[src/rtl/gate_bist_pkg.sv]
// Shared definitions for the 2-input gate BIST controller: gate-function
// encodings, controller state codes and the expected-output function.
package gate_bist_pkg;

  localparam logic [2:0] GATE_AND  = 3'd0;
  localparam logic [2:0] GATE_OR   = 3'd1;
  localparam logic [2:0] GATE_NAND = 3'd2;
  localparam logic [2:0] GATE_NOR  = 3'd3;
  localparam logic [2:0] GATE_XOR  = 3'd4;
  localparam logic [2:0] GATE_XNOR = 3'd5;

  // ST_CFG is the one-cycle hop from an accepted illegal gate_sel to DONE.
  localparam logic [2:0] ST_IDLE   = 3'd0;
  localparam logic [2:0] ST_SETTLE = 3'd1;
  localparam logic [2:0] ST_SAMPLE = 3'd2;
  localparam logic [2:0] ST_DONE   = 3'd3;
  localparam logic [2:0] ST_CFG    = 3'd4;

  function automatic logic exp_out(input logic [2:0] sel, input logic a, input logic b);
    case (sel)
      GATE_AND:  exp_out = a & b;
      GATE_OR:   exp_out = a | b;
      GATE_NAND: exp_out = ~(a & b);
      GATE_NOR:  exp_out = ~(a | b);
      GATE_XOR:  exp_out = a ^ b;
      GATE_XNOR: exp_out = ~(a ^ b);
      default:   exp_out = 1'b0;
    endcase
  endfunction

endpackage

[src/rtl/gate_bist_ref.sv]
// Combinational expected-value model for one gate function; reusable by benches.
module gate_ref_model
  import gate_bist_pkg::*;
(
  input  logic [2:0] sel_i,
  input  logic       a_i,
  input  logic       b_i,
  output logic       y_o
);

  assign y_o = exp_out(sel_i, a_i, b_i);

endmodule

[src/rtl/gate_bist.sv]
// BIST controller sweeping a 2-input gate cell through its truth table.
// Optional first-fail capture outputs are enabled by GATE_BIST_FIRST_FAIL_EN.
module gate_bist
  import gate_bist_pkg::*;
#(
  parameter int SETTLE_CYCLES = 2,
  parameter int PASSES        = 1,
  parameter int ERR_W         = 4
) (
  input  logic             clk,
  input  logic             rst_n,
  input  logic             start,
  input  logic [2:0]       gate_sel,
  input  logic             dut_out,
  output logic             test_a,
  output logic             test_b,
  output logic             busy,
  output logic             done,
  output logic             pass,
  output logic             cfg_err,
  output logic [ERR_W-1:0] err_count,
  output logic [3:0]       fail_vec
`ifdef GATE_BIST_FIRST_FAIL_EN
  ,
  output logic             first_fail_vld,
  output logic [1:0]       first_fail
`endif
);

  localparam int CNT_W = (SETTLE_CYCLES > 1) ? $clog2(SETTLE_CYCLES) : 1;
  localparam int PC_W  = (PASSES > 1) ? $clog2(PASSES) : 1;
  localparam logic [CNT_W-1:0] CNT_INIT = CNT_W'(SETTLE_CYCLES - 1);
  localparam logic [PC_W-1:0]  PC_LAST  = PC_W'(PASSES - 1);
  localparam logic [ERR_W-1:0] ERR_MAX  = '1;

  logic [2:0]       state_q, state_d;
  logic [2:0]       sel_q, sel_d;
  logic [1:0]       vec_q, vec_d;
  logic [CNT_W-1:0] cnt_q, cnt_d;
  logic [PC_W-1:0]  pc_q, pc_d;
  logic [ERR_W-1:0] err_q, err_d;
  logic [3:0]       fv_q, fv_d;
  logic             cfg_q, cfg_d;
  logic             exp_bit, accept, mismatch;

  function automatic logic [ERR_W-1:0] sat_inc(input logic [ERR_W-1:0] v);
    return (v == ERR_MAX) ? v : v + ERR_W'(1);
  endfunction

  gate_ref_model u_ref (
    .sel_i (sel_q),
    .a_i   (vec_q[1]),
    .b_i   (vec_q[0]),
    .y_o   (exp_bit)
  );

  assign accept   = start && ((state_q == ST_IDLE) || (state_q == ST_DONE));
  assign mismatch = (state_q == ST_SAMPLE) && (dut_out != exp_bit);

  always_comb begin
    state_d = state_q;
    sel_d   = sel_q;
    vec_d   = vec_q;
    cnt_d   = cnt_q;
    pc_d    = pc_q;
    err_d   = err_q;
    fv_d    = fv_q;
    cfg_d   = cfg_q;
    if (accept) begin
      sel_d = gate_sel;
      vec_d = 2'b00;
      cnt_d = CNT_INIT;
      pc_d  = '0;
      err_d = '0;
      fv_d  = '0;
      if (gate_sel > GATE_XNOR) begin
        cfg_d   = 1'b1;
        state_d = ST_CFG;
      end else begin
        cfg_d   = 1'b0;
        state_d = ST_SETTLE;
      end
    end else begin
      case (state_q)
        ST_CFG:    state_d = ST_DONE;
        ST_SETTLE: begin
          if (cnt_q == '0) state_d = ST_SAMPLE;
          else             cnt_d   = cnt_q - CNT_W'(1);
        end
        ST_SAMPLE: begin
          if (mismatch) begin
            err_d        = sat_inc(err_q);
            fv_d[vec_q]  = 1'b1;
          end
          // The 11->00 wrap also parks the stimulus at 00 once the run ends.
          vec_d = vec_q + 2'd1;
          cnt_d = CNT_INIT;
          if (vec_q == 2'b11) pc_d = pc_q + PC_W'(1);
          state_d = ((vec_q == 2'b11) && (pc_q == PC_LAST)) ? ST_DONE : ST_SETTLE;
        end
        ST_IDLE, ST_DONE: state_d = state_q;
        default:          state_d = ST_IDLE;
      endcase
    end
  end

  always_ff @(posedge clk or negedge rst_n) begin
    if (!rst_n) begin
      state_q <= ST_IDLE;
      sel_q   <= '0;
      vec_q   <= '0;
      cnt_q   <= '0;
      pc_q    <= '0;
      err_q   <= '0;
      fv_q    <= '0;
      cfg_q   <= 1'b0;
    end else begin
      state_q <= state_d;
      sel_q   <= sel_d;
      vec_q   <= vec_d;
      cnt_q   <= cnt_d;
      pc_q    <= pc_d;
      err_q   <= err_d;
      fv_q    <= fv_d;
      cfg_q   <= cfg_d;
    end
  end

  assign test_a    = vec_q[1];
  assign test_b    = vec_q[0];
  assign busy      = (state_q == ST_SETTLE) || (state_q == ST_SAMPLE);
  assign done      = (state_q == ST_DONE);
  assign pass      = done && (err_q == '0) && !cfg_q;
  assign cfg_err   = cfg_q;
  assign err_count = err_q;
  assign fail_vec  = fv_q;

`ifdef GATE_BIST_FIRST_FAIL_EN
  logic       ffv_q, ffv_d;
  logic [1:0] ff_q, ff_d;

  always_comb begin
    ffv_d = ffv_q;
    ff_d  = ff_q;
    if (accept) begin
      ffv_d = 1'b0;
      ff_d  = 2'b00;
    end else if (mismatch && !ffv_q) begin
      ffv_d = 1'b1;
      ff_d  = vec_q;
    end
  end

  always_ff @(posedge clk or negedge rst_n) begin
    if (!rst_n) begin
      ffv_q <= 1'b0;
      ff_q  <= 2'b00;
    end else begin
      ffv_q <= ffv_d;
      ff_q  <= ff_d;
    end
  end

  assign first_fail_vld = ffv_q;
  assign first_fail     = ff_q;
`endif

endmodule
[config.mk]
export PLATFORM = sky130hd
export DESIGN_NAME = gate_bist
export DESIGN_NICKNAME = d
export VERILOG_FILES = /design/src/rtl/gate_bist_pkg.sv /design/src/rtl/gate_bist_ref.sv /design/src/rtl/gate_bist.sv
export SDC_FILE = /design/constraint.sdc
export NUM_CORES = 1
export LEC_CHECK = 0
export ABC_AREA = 1
export BUFFER_PORTS_ARGS = -buffer_cell sky130_fd_sc_hd__buf_4
export CAP_MARGIN = 15
export CORE_MARGIN = 5
export CORE_UTILIZATION = 25
export DETAILED_ROUTE_END_ITERATION = 10
export PLACE_DENSITY = 0.4
export RECOVER_POWER = 100
export SKIP_CTS_REPAIR_TIMING = 1
export SLEW_MARGIN = 20
export SYNTH_ARGS = -nofsm -noshare
export SYNTH_HDL_FRONTEND = slang
export SYNTH_SLANG_ARGS = --single-unit
[constraint.sdc]
create_clock -name clk -period 1.9 [get_ports clk]
set_input_delay 0.19 -clock clk [delete_from_list [all_inputs] [get_ports clk]]
set_output_delay 0.19 -clock clk [all_outputs]
set_load 0.02 [all_outputs]
### Yosys cells after proc, flatten, opt, wreduce, memory -nomap -nowiden

Cells that the tools add are included.

| word-level totals | value |
|---|---|
| register bits after elaboration | 19 |
| latch bits | 0 |
| memory bits (writable) | 0 |
| ROM bits | 0 |
| input port bits | 7 |
| output and inout bits | 14 |
| logic and storage cells | 83 |
| memories | 0 |

| cells by class | value |
|---|---|
| add/subtract/negate cells | 4 |
| multipliers | 0 |
| div/mod/pow operators | 0 |
| magnitude comparators | 3 |
| equal/unequal tests | 15 |
| shifts and indexed selects | 0 |
| muxes and demuxes | 24 |
| bitwise operators | 8 |
| reductions and logical operators | 21 |

Operators by type and width:

| cell | number |
|---|---|
| $mux 4 | 7 |
| $eq 3x2->1 const B | 4 |
| $pmux 3 s4 | 1 |
| $eq 3x3->1 const B | 3 |
| $mux 3 | 3 |
| $mux 1 | 7 |
| $eq 3x1->1 const B | 2 |
| $logic_and 1x1->1 | 6 |
| $logic_not 3->1 | 2 |
| $mux 2 | 3 |
| $pmux 1 s6 | 1 |
| $reduce_and 2->1 | 3 |
| $reduce_bool 2->1 | 3 |
| $add 4x1->4 const B | 1 |
| $eq 4x4->1 const B | 1 |
| $logic_not 4->1 | 1 |
| $ne 2x2->1 const B | 2 |
| $not 1->1 | 4 |
| $or 4x4->4 | 1 |
| $gt 3x3->1 const B | 1 |
| $lt 2x3->1 const B | 1 |
| $ne 3x3->1 const B | 1 |
| $reduce_and 3->1 | 1 |
| $reduce_bool 3->1 | 1 |
| other kinds (14) | 15 |

### Depth between registers and ports, before layout

Gate-level depths: netlist of run 1.

| logic depth | value |
|---|---|
| word-level depth | 8 |
| depth in mapped cells | 13 |
| gate-level depth less buffers | 13 |

### Cells and area by module

Synthesis of run 1 repeated with hierarchy kept, for this count alone.

| unflattened totals | value |
|---|---|
| cells, all modules | 151 |
| area, all modules | 1,141.1 µm² |

By module, submodules not included:

| module | times used | cells an instance | area each (µm²) | sequential area each (µm²) |
|---|---|---|---|---|
| gate_bist | 1 | 133 | 1,049.8 | 475.5 |
| gate_ref_model | 1 | 18 | 91.3 | 0.0 |

### Worst setup path before layout of run 1

No wires, ideal clock.

| timing | value |
|---|---|
| path type | reg-to-reg |
| start point | register vec_q[1] |
| end point | register err_q[0] (netlist: err_count[0]) |
| library setup time | 0.118 ns |
| data arrival time | 1.605 ns |
| required time | 1.782 ns |
| path slack | 0.177 ns |
| cell stages (with the launch flop) | 13 |
| buffers on the path | 0 |
| clock period less this slack | 1.723 ns |
| cell sequence | dfrtp_1 -> inv_1 -> ha_1 -> inv_1 -> nand2_1 -> nand3_1 -> nand3_1 -> nand3_1 -> nand3_2 -> nand2_1 -> nand2_1 -> nand2_1 -> nand2_1 |

| between the ends | value |
|---|---|
| word-level cells in the longest chain between the ends | 7 |
| elaborated cells between the ends (all ways) | 11 |
| classes of those cells | 1 x eq/ne; 1 x mux; 6 x bitwise; 3 x reduce/logical |

RTL lines:

| what | line | text |
|---|---|---|
| from (decl) | gate_bist.sv:38 | `logic [1:0] vec_q, vec_d;` |
| from (signal assigned) | gate_bist.sv:120 | `vec_q <= vec_d;` |
| $xor 1x1->1 (tied with other cells) | gate_bist_pkg.sv:25, gate_bist_pkg.sv:26 |  |
| $not 1->1, on equally long branches | gate_bist_pkg.sv:26, gate_bist_pkg.sv:23, gate_bist_pkg.sv:24 |  |
| $pmux 1 s6 * | gate_bist_pkg.sv:20 | `case (sel)` |
| $ne 1x1->1 * | gate_bist.sv:58 | `assign mismatch = (state_q == ST_SAMPLE) && (dut_out != exp_bit);` |
| $logic_and 1x1->1 * | gate_bist.sv:58 |  |
| $reduce_bool 2->1 (no source line) * | -- |  |
| $reduce_and 3->1 (no source line) * | -- |  |
| to (signal assigned) | gate_bist.sv:123 | `err_q <= err_d;` |
| to (decl) | gate_bist.sv:41 | `logic [ERR_W-1:0] err_q, err_d;` |

Mark *: on every way between the ends. The rest lies on a longest branch, timed or not.
A chain may end at the register's enable or synchronous reset.

### Worst setup path in the final report of run 1

| timing | value |
|---|---|
| start point | register vec_q[0] |
| end point | register fv_q[1] (netlist: fail_vec[1]) |

| between the ends | value |
|---|---|
| word-level cells in the longest chain between the ends | 8 |
| elaborated cells between the ends (all ways) | 20 |
| classes of those cells | 2 x order compare; 1 x eq/ne; 6 x mux; 7 x bitwise; 4 x reduce/logical |

RTL lines:

| what | line | text |
|---|---|---|
| $lt 2x3->1 (not written as such) or $ge 2x1->1 (tied branches) | gate_bist.sv:93 | `fv_d[vec_q] = 1'b1;` |
| $logic_and 1x1->1 (not written as such) | gate_bist.sv:93 |  |
| $mux 1 (not written as such) | gate_bist.sv:93 |  |
| $demux 1 s2 | gate_bist.sv:93 |  |
| $or 4x4->4 (no source line) | -- |  |
| $mux 4 | gate_bist.sv:91 | `if (mismatch) begin` |
| $mux 4 | gate_bist.sv:84 | `case (state_q)` |
| $mux 4 | gate_bist.sv:69 | `if (accept) begin` |
| to (signal assigned) | gate_bist.sv:124 | `fv_q <= fv_d;` |
| to (decl) | gate_bist.sv:42 | `logic [3:0] fv_q, fv_d;` |

Parallel ways exist; a longest one is shown, timed or not. The select of a mux whose other input is x is not followed.

==> impl_metrics.env, run 1 <==
export IMPL_critPathArrivalTime_ns=1.93
export IMPL_status="finished clean"
export IMPL_clk_pin_slew_worst_paths_ns=0.08
export IMPL_post_synth_num_cell_types=23
export IMPL_grt_max_degree=20
export IMPL_cts_max_level=1
export IMPL_hold_viol=0
export IMPL_worst_slew_pin_slew_ns=1.157
export IMPL_synthTopCellsByArea="dfrtp_1, nand2_1, inv_1"
export IMPL_path_cells="inv_1 -> ha_1 -> inv_1 -> nand2_1 -> nand3_1 -> nand2_1 -> nand2_1 -> nand3_1 -> nand3_2 -> clkbuf_4 -> nor2_1 -> nor2_1 -> nor2_1"
export IMPL_syn_inst=134
export IMPL_hpwl_um=1896
export IMPL_drc=0
export IMPL_num_vias=918
export IMPL_avgSynthCellArea_um2=8.095
export IMPL_drive_gt1_share_pct=14.91
export IMPL_coreArea_um2=4294
export IMPL_crit_start="vec_q[0]"
export IMPL_multi_input_area_um2=491.7
export IMPL_cts_buffers=3
export IMPL_design_die_area_um2=5756
export IMPL_gp_congestion=0.7335
export IMPL_clock_sinks=19
export IMPL_row_count=24
export IMPL_rsz0062_at_grt="no"
export IMPL_fillers=496
export IMPL_slew_headroom_pct=22.89
export IMPL_ys_seq_area_share_pct=43.83
export IMPL_ys_warn_count=0
export IMPL_die_h_um=75.87
export IMPL_maxCapViolCount=0
export IMPL_drtAntennaViolNets=0
export IMPL_slowest_stage="dfrtp_1"
export IMPL_clockRootBuffer="clkbuf_8"
export IMPL_via_per_inst=4.310
export IMPL_path_max_fanout=6
export IMPL_vdd_drop_max_v=0.0003848
export IMPL_min_path_type="in2reg"
export IMPL_period_minus_slack_ns=1.729
export IMPL_cp_depth=13
export IMPL_critPathKind="reg2reg"
export IMPL_p_per_area_nw_per_um2=1532
export IMPL_fmax_mhz=578.3
export IMPL_crit_required_ns=2.10
export IMPL_grt_total_usage_pct=9.864
export IMPL_synth_main_ff_cell="dfrtp_1"
export IMPL_grt_overflow_total=0
export IMPL_r2r_start="vec_q[0]"
export IMPL_cpPeakStageDelay_ns=0.40
export IMPL_antenna_found_initial=0
export IMPL_antennaDiodeCount=0
export IMPL_finalNetCount=175
export IMPL_wl_um=2504
export IMPL_synth_top_area_cell="dfrtp_1"
export IMPL_synth_common_cells="nand2_1, inv_1, dfrtp_1"
export IMPL_synth_top_cell_area_share_pct=43.83
export IMPL_area_growth_pct=20.30
export IMPL_r2r_end="fail_vec[1]"
export IMPL_grt_first_pass_wirelength_um=4298
export IMPL_finalSetupTns_ns=0
export IMPL_crit_path_end="fail_vec[1]"
export IMPL_critical_path_buf_inv_count=3
export IMPL_cts_tree="done"
export IMPL_final_core_util_pct=30.39
export IMPL_synth_most_common_cell="nand2_1"
export IMPL_drt_iter0_drc=45
export IMPL_finalCritPeriodShare_pct=91.01
export IMPL_ios=21
export IMPL_synth_edf_count=0
export IMPL_critPathLaunchType="flip-flop"
export IMPL_syn_num_nets=147
export IMPL_grt_pass1_vias=961
export IMPL_detailedRoute_firstPassIterationCount=4
export IMPL_r2r_cells=13
export IMPL_fp_dieW_um=75.87
export IMPL_fin_worst_skew_ns=0.004614
export IMPL_r2r_setup_slack_ns=0.17
export IMPL_wl_per_cell_um=11.76
export IMPL_cp_top_family="simple AND/OR/NAND/NOR gates"
export IMPL_cp_end_kind="flip-flop"
export IMPL_synth_ff_latch_count=19
export IMPL_clockBufferDepth=2
export IMPL_finalMaxSlewViolations=0
export IMPL_start_util_pct=25.26
export IMPL_cellLeakagePower_nw=0.6644
export IMPL_portBuffers=20
export IMPL_clkLatencyLatePin_ns=0.26
export IMPL_setup_viol=0
export IMPL_syn_area_um2=1085
export IMPL_ff_latch_area_um2=475.5
export IMPL_synthArstFlopShare_pct=100.0
## state kept, by name, summed over array words and instances (netlist names)
signal	count
err_count	4
state_q	3
cfg_err	1
vec_q	2
pc_q	1
sel_q	3
fail_vec	4
cnt_q	1
## routing by layer
metal | global-route usage (%) | vias to the layer above | part of all wire [%]
li1 | - | 475 | -
met1 | 13.07 | 417 | 48
met2 | 14.64 | 20 | 43
met3 | 2.639 | 6 | 6.0
met4 | 5.049 | 0 | 2.2
met5 | 0 | - | 0
## where the power goes
| group | switching, mW | total [mW] | internal (mW) |
|---|---|---|---|
| sequential | 0.125 | 0.671 | 0.546 |
| clock | 0.150 | 0.296 | 0.146 |
| combinational | 0.674 | 1.03 | 0.359 |
| total | 0.948 | 2.00 | 1.05 |
## area by class of cell
type                       instances  share of cell area (%)
clock inverter                     1                  0.3835
inverter                          25                   7.383
timing repair buffer              24                   9.971
clock buffer                       3                   3.164
tap                               52                   4.986
sequential                        19                   36.43
multi-input combinational         89                   37.68
## cell families after synthesis
kind of cell	share of synthesized area, %
AO/OA/AOI/OAI	6.921
adder cells (fa/ha/maj)	6.920
buffers and inverters	9.920
flip-flops	43.83
AND/OR/NAND/NOR	30.80
XOR/XNOR	1.615
## worst min-delay path by stage
stage	end	start	depth (start not counted)
global placement	state_q[1]	rst_n	1
finish	sel_q[0]	gate_sel[0]	3
floorplan	cfg_err	rst_n	0
CTS	cfg_err	rst_n	1
global route	sel_q[0]	gate_sel[0]	3
detailed placement	state_q[1]	rst_n	1
## through the flow
stage	std cells	setup slack (ns)	hold WS [ns]	area (um^2)	power, mW
final	213	0.1708	0.1310	1305	1.999
after global routing	213	0.01158	0.1604	1305	2.215
after CTS	210	0.1494	-0.1902	1343	2.110
after detailed placement	206	0.1569	0.09805	1296	1.806
after global placement	206	0.2141	0.09319	1296	1.793
after floorplan	134	0.1768	-0.1056	1085	1.448
## tightest hold or removal path, delay by kind of cell
family	cells	cell delay [ns]
buffers and inverters	1	0.08
AO/OA/AOI/OAI	1	0.06
AND/OR/NAND/NOR	1	0.04
## cells in the final DEF (no fill, tap or decap), types with 2 or more instances in the layout
| master | instances |
|---|---|
| clkbuf_8 | 3 |
| ha_1 | 6 |
| nand2_2 | 2 |
| nand4_1 | 2 |
| nor2_4 | 2 |
| dfrtp_1 | 19 |
| inv_2 | 2 |
| xor2_1 | 2 |
| a21oi_1 | 2 |
| o21ai_0 | 7 |
| nor3_1 | 2 |
| nand3_1 | 12 |
| clkbuf_1 | 14 |
| inv_1 | 22 |
| nand2_1 | 28 |
| buf_4 | 8 |
| nor2_1 | 17 |
No activity file was read; power rests on OpenSTA's default activity.
==> run 2, diff against run 1 <==
--- a/config.mk
+++ b/config.mk
@@ -11,6 +11,7 @@
 export CORE_MARGIN = 5
 export CORE_UTILIZATION = 25
 export DETAILED_ROUTE_END_ITERATION = 10
+export MAX_ROUTING_LAYER = met4
 export PLACE_DENSITY = 0.4
 export RECOVER_POWER = 100
 export SKIP_CTS_REPAIR_TIMING = 1
==> run 2 against run 1 <==
  * Sequential share of layout area did not move
  * Global-route usage rose by 0.30 points
  * Critical endpoint unchanged
  * Largest power group unchanged
  * Worst hold slack improved by 0.00078 ns
  * Via count did not move
==> impl_metrics.env, run 2 (synthesized netlist as in run 1, its figures left out) <==
export IMPL_period_minus_slack_ns=1.730
export IMPL_min_path_type="in2reg"
export IMPL_die_h_um=75.87
export IMPL_clockRootBuffer="clkbuf_8"
export IMPL_placed_area_um2=1296
export IMPL_final_cell_mix="nand2_1, inv_1, dfrtp_1, nor2_1, clkbuf_1"
export IMPL_hpwl_um=1896
export IMPL_gp_congestion=0.7425
export IMPL_clockBufferDepth=2
export IMPL_fmax_mhz=578.1
export IMPL_wl_per_cell_um=11.75
export IMPL_gr_usage_met2_pct=14.64
export IMPL_finalSetupTns_ns=0
export IMPL_hold_viol=0
export IMPL_cts_tree="done"
export IMPL_detailedRoute_firstPassIterationCount=4
export IMPL_drtAntennaViolNets=0
export IMPL_wl_um=2503
export IMPL_r2r_end="fail_vec[1]"
export IMPL_critPathArrivalTime_ns=1.93
export IMPL_p_sw_uw=947.5
export IMPL_worst_slew_pin_slew_ns=1.161
export IMPL_status="finished clean"
export IMPL_stdcell_area_um2=1305
export IMPL_slew_headroom_pct=22.63
export IMPL_finalCritPeriodShare_pct=91.04
export IMPL_hold_depth=3
export IMPL_area_growth_pct=20.30
export IMPL_p_seq_share_pct=33.5
export IMPL_antennaDiodeCount=0
export IMPL_grt_busiest_layer="met2"
export IMPL_row_count=24
export IMPL_critPathLaunchType="flip-flop"
export IMPL_finalNetCount=175
export IMPL_fillers=496
export IMPL_rsz0062_at_grt="no"
export IMPL_vdd_drop_max_v=0.0003848
export IMPL_r2r_setup_slack_ns=0.17
export IMPL_fp_dieW_um=75.87
export IMPL_pwr_share_clk_pct=14.8
export IMPL_cp_end_kind="flip-flop"
export IMPL_r2r_start="vec_q[0]"
export IMPL_drc=0
export IMPL_via_per_inst=4.310
export IMPL_path_max_fanout=6
export IMPL_p_per_area_nw_per_um2=1531
export IMPL_grt_overflow_total=0
export IMPL_crit_required_ns=2.10
export IMPL_maxCapViolCount=0
export IMPL_portBuffers=20
export IMPL_start_util_pct=25.26
export IMPL_drive_gt1_share_pct=14.91
export IMPL_r2r_cells=13
export IMPL_internal_power_mw=1.051
export IMPL_met3_usage_pct=2.375
export IMPL_ios=21
export IMPL_clock_sinks=19
export IMPL_cts_max_level=1
export IMPL_grt_max_degree=20
export IMPL_layout_commonest_cell="nand2_1"
export IMPL_antenna_found_initial=0
export IMPL_setup_viol=0
export IMPL_finalMaxSlewViolations=0
export IMPL_design_die_area_um2=5756
export IMPL_p_comb_share_pct=51.7
export IMPL_coreArea_um2=4294
export IMPL_clk_pin_slew_worst_paths_ns=0.08
export IMPL_fin_worst_skew_ns=0.004041
export IMPL_cts_buffers=3
export IMPL_min_to="sel_q[0]"
export IMPL_swShare_pct=47.41
export IMPL_clkLatencyLatePin_ns=0.26
export IMPL_p_total_mw=1.999
export IMPL_grt_pass1_vias=962
export IMPL_grt_first_pass_wirelength_um=4291
export IMPL_use_met1_pct=13.23
export IMPL_critPathKind="reg2reg"
export IMPL_drt_iter0_drc=46
export IMPL_cellLeakagePower_nw=0.6644
export IMPL_num_vias=918
export IMPL_grt_total_usage_pct=10.16
export IMPL_hold_path_startpoint="gate_sel[0]"
[run 2: cell counts in the layout (fill, tap and decap cells not counted)]
No cell type changed its count.
[run 2: worst max path at each step]
stage | start | cells past startpoint | end | slack [ns]
floorplan | vec_q[1] | 12 | err_count[0] | 0.18
global placement | vec_q[0] | 13 | err_count[3] | 0.21
detailed placement | vec_q[0] | 13 | err_count[1] | 0.16
CTS | vec_q[0] | 13 | err_count[3] | 0.15
global route | vec_q[1] | 11 | fail_vec[1] | 0.01
finish | vec_q[0] | 13 | fail_vec[1] | 0.17
[run 2: layer usage]
metal	wire length (um)	part of all wire, %
met1	1217	49
met2	1087	43
met3	142	5.7
met4	57	2.3
met5	0	0
[run 2: layout make-up]
cell class	instances	area (um^2)	share of cell area, %
Timing Repair Buffer	24	130.1	9.971
Sequential cell	19	475.5	36.43
Multi-Input combinational cell	89	491.7	37.68
Inverter	25	96.34	7.383
Tap cell	52	65.06	4.986
Clock inverter	1	5.005	0.3835
Clock buffer	3	41.29	3.164
[run 2: per-stage QoR]
| step | hold slack, ns | util [%] | std cells | setup WS (ns) |
|---|---|---|---|---|
| after floorplan | -0.1056 | - | 134 | 0.1768 |
| after CTS | -0.1902 | 31.26 | 210 | 0.1494 |
| final | 0.1318 | 30.39 | 213 | 0.1702 |
| after detailed placement | 0.09805 | 30.19 | 206 | 0.1569 |
| after global placement | 0.09319 | 30.19 | 206 | 0.2141 |
| after global routing | 0.1605 | 30.39 | 213 | 0.01158 |
[run 2: power by group through the flow]
stage | Sequential (mW) | Clock (mW) | Combinational, mW
after floorplan | 0.754 | 0 | 0.694
after global placement | 0.679 | 0 | 1.11
after detailed placement | 0.684 | 0 | 1.12
after CTS | 0.677 | 0.306 | 1.13
after global routing | 0.697 | 0.328 | 1.19
final | 0.670 | 0.295 | 1.03
[run 2: critical path: stages, from the launching register on]
cell	delay, ns
dfrtp_1	0.40
inv_1	0.10
ha_1	0.31
inv_1	0.04
nand2_1	0.05
nand3_1	0.08
nand2_1	0.07
nand2_1	0.06
nand3_1	0.08
nand3_2	0.13
clkbuf_4	0.17
nor2_1	0.07
nor2_1	0.04
nor2_1	0.07
==> run 3, diff against run 2 <==
--- a/config.mk
+++ b/config.mk
@@ -8,11 +8,13 @@
 export ABC_AREA = 1
 export BUFFER_PORTS_ARGS = -buffer_cell sky130_fd_sc_hd__buf_4
 export CAP_MARGIN = 15
+export CELL_PAD_IN_SITES_DETAIL_PLACEMENT = 0
+export CELL_PAD_IN_SITES_GLOBAL_PLACEMENT = 2
 export CORE_MARGIN = 5
 export CORE_UTILIZATION = 25
 export DETAILED_ROUTE_END_ITERATION = 10
 export MAX_ROUTING_LAYER = met4
-export PLACE_DENSITY = 0.4
+export PLACE_DENSITY = 0.62
 export RECOVER_POWER = 100
 export SKIP_CTS_REPAIR_TIMING = 1
 export SLEW_MARGIN = 20
==> run 3 against run 2 <==
  * Worst setup slack improved by 0.017 ns
  * Sequential cell count stayed put
  * Clock power is 2% lower
  * Die area is the same
  * Total power decreased by 0.38%
  * Routed wire length grew 2.9%
  * Combinational power hardly changed
  * Global-route usage grew 0.40 points
  * Utilization shrank 0.12 points
  * Maximum frequency increased by 0.98%
  * Register-to-register slack better by 0.02 ns
  * Highest routed layer unchanged
==> impl_metrics.env, run 3 (synthesized netlist as in run 1, its figures left out) <==
export IMPL_final_core_util_pct=30.27
export IMPL_hpwl_um=1971
export IMPL_hold_viol=0
export IMPL_r2r_end="err_count[0]"
export IMPL_stdcell_count=211
export IMPL_antennaDiodeCount=0
export IMPL_finalSetupTns_ns=0
export IMPL_detailedRoute_firstPassIterationCount=4
export IMPL_drt_iter0_drc=44
export IMPL_fp_dieW_um=75.87
export IMPL_r2r_setup_slack_ns=0.19
export IMPL_hold_depth=3
export IMPL_hold_path_startpoint="gate_sel[0]"
export IMPL_rsz0062_at_grt="no"
export IMPL_portBuffers=20
export IMPL_clkLatencyLatePin_ns=0.25
export IMPL_holdWs_ns=0.1538
export IMPL_status="finished clean"
export IMPL_via_per_inst=4.223
export IMPL_ios=21
export IMPL_gp_congestion=0.7477
export IMPL_r2r_start="vec_q[1]"
export IMPL_dpl_worst_slack_ns=0.09147
export IMPL_critPathKind="reg2reg"
export IMPL_crit_required_ns=2.05
export IMPL_placed_area_um2=1289
export IMPL_num_vias=891
export IMPL_grt_overflow_total=0
export IMPL_finalCritPeriodShare_pct=90.16
export IMPL_period_minus_slack_ns=1.713
export IMPL_r2r_cells=12
export IMPL_worst_slew_pin_slew_ns=1.099
export IMPL_clock_sinks=19
export IMPL_die_h_um=75.87
export IMPL_dp_cells=205
export IMPL_slew_headroom_pct=26.71
export IMPL_start_util_pct=25.26
export IMPL_cts_tree="done"
export IMPL_wl_um=2576
export IMPL_p_total_mw=1.991
export IMPL_row_count=24
export IMPL_drc=0
export IMPL_setup_ws_ns=0.1870
export IMPL_antenna_found_initial=0
export IMPL_stdcell_area_um2=1300
export IMPL_clockBufferDepth=2
export IMPL_grt_pass1_vias=945
export IMPL_clockRootBuffer="clkbuf_8"
export IMPL_finalMaxSlewViolations=0
export IMPL_clk_pin_slew_worst_paths_ns=0.07
export IMPL_finalNetCount=173
export IMPL_critPathArrivalTime_ns=1.86
export IMPL_drtAntennaViolNets=0
export IMPL_cp_end_kind="flip-flop"
export IMPL_vdd_drop_max_v=0.0003458
export IMPL_cts_max_level=1
export IMPL_maxCapViolCount=0
export IMPL_cellLeakagePower_nw=0.6493
export IMPL_area_growth_pct=19.84
export IMPL_cts_buffers=3
export IMPL_min_to="sel_q[0]"
export IMPL_drive_gt1_share_pct=13.21
export IMPL_setup_viol=0
export IMPL_fmax_mhz=583.8
export IMPL_min_path_type="in2reg"
export IMPL_grt_total_usage_pct=10.57
export IMPL_layout_commonest_cell="nand2_1"
export IMPL_critPathLaunchType="flip-flop"
export IMPL_final_cell_mix="nand2_1, inv_1, dfrtp_1, nor2_1, clkbuf_1"
export IMPL_p_per_area_nw_per_um2=1532
export IMPL_coreArea_um2=4294
export IMPL_grt_first_pass_wirelength_um=4422
export IMPL_fin_worst_skew_ns=0.001049
export IMPL_design_die_area_um2=5756
export IMPL_path_max_fanout=6
export IMPL_wl_per_cell_um=12.21
export IMPL_grt_max_degree=20
==> run 3: cell count changes in the layout (fill, tap and decap cells not counted), sizes merged <==
| cell | previous run | this run |
|---|---|---|
| inv | 25 | 24 |
| buf | 8 | 6 |
| clkbuf | 18 | 19 |
==> run 3: area by class of cell <==
| cell class | count | area (um^2) |
|---|---|---|
| fill | 481 | 2994 |
| multi-input combinational | 89 | 506.7 |
| sequential | 19 | 475.5 |
| timing repair buffer | 22 | 111.4 |
| inverter | 25 | 96.34 |
| tap | 52 | 65.06 |
| clock buffer | 4 | 45.04 |
==> run 3: report_power, final <==
| group | switching [mW] | leakage (nW) | internal (mW) |
|---|---|---|---|
| Combinational | 0.694 | 0.378 | 0.333 |
| Sequential | 0.130 | 0.248 | 0.546 |
| Clock | 0.139 | 0.0228 | 0.149 |
==> run 3: routing by layer <==
layer	global-route usage (%)	share of wire [%]	wire length (um)	vias to the layer above
li1	-	-	-	466
met1	13.19	48	1234	413
met2	17.11	48	1245	10
met3	1.979	3.1	80	2
met4	3.495	0.58	15	0
met5	-	0	0	-
==> run 3: worst max path at each step <==
stage	startpoint	depth (start not counted)	endpoint	slack (ns)
after floorplan	vec_q[1]	12	err_count[0]	0.18
after global placement	vec_q[0]	12	err_count[1]	0.12
after detailed placement	vec_q[0]	13	err_count[2]	0.09
after CTS	vec_q[0]	13	err_count[0]	0.09
after global routing	vec_q[1]	11	err_count[2]	0.009
final	vec_q[1]	12	err_count[0]	0.19
==> run 3: worst max-delay path, cell delays in order (launching register included) <==
cell and delay (ns):
dfrtp_1 0.42, inv_1 0.09, ha_1 0.33, inv_1 0.06, nand2_1 0.04, nand3_1 0.08
nand3_1 0.08, nand3_1 0.12, nand3_4 0.13, nand2_2 0.10, nand2_2 0.07, nand2_1 0.06
nand2_1 0.05
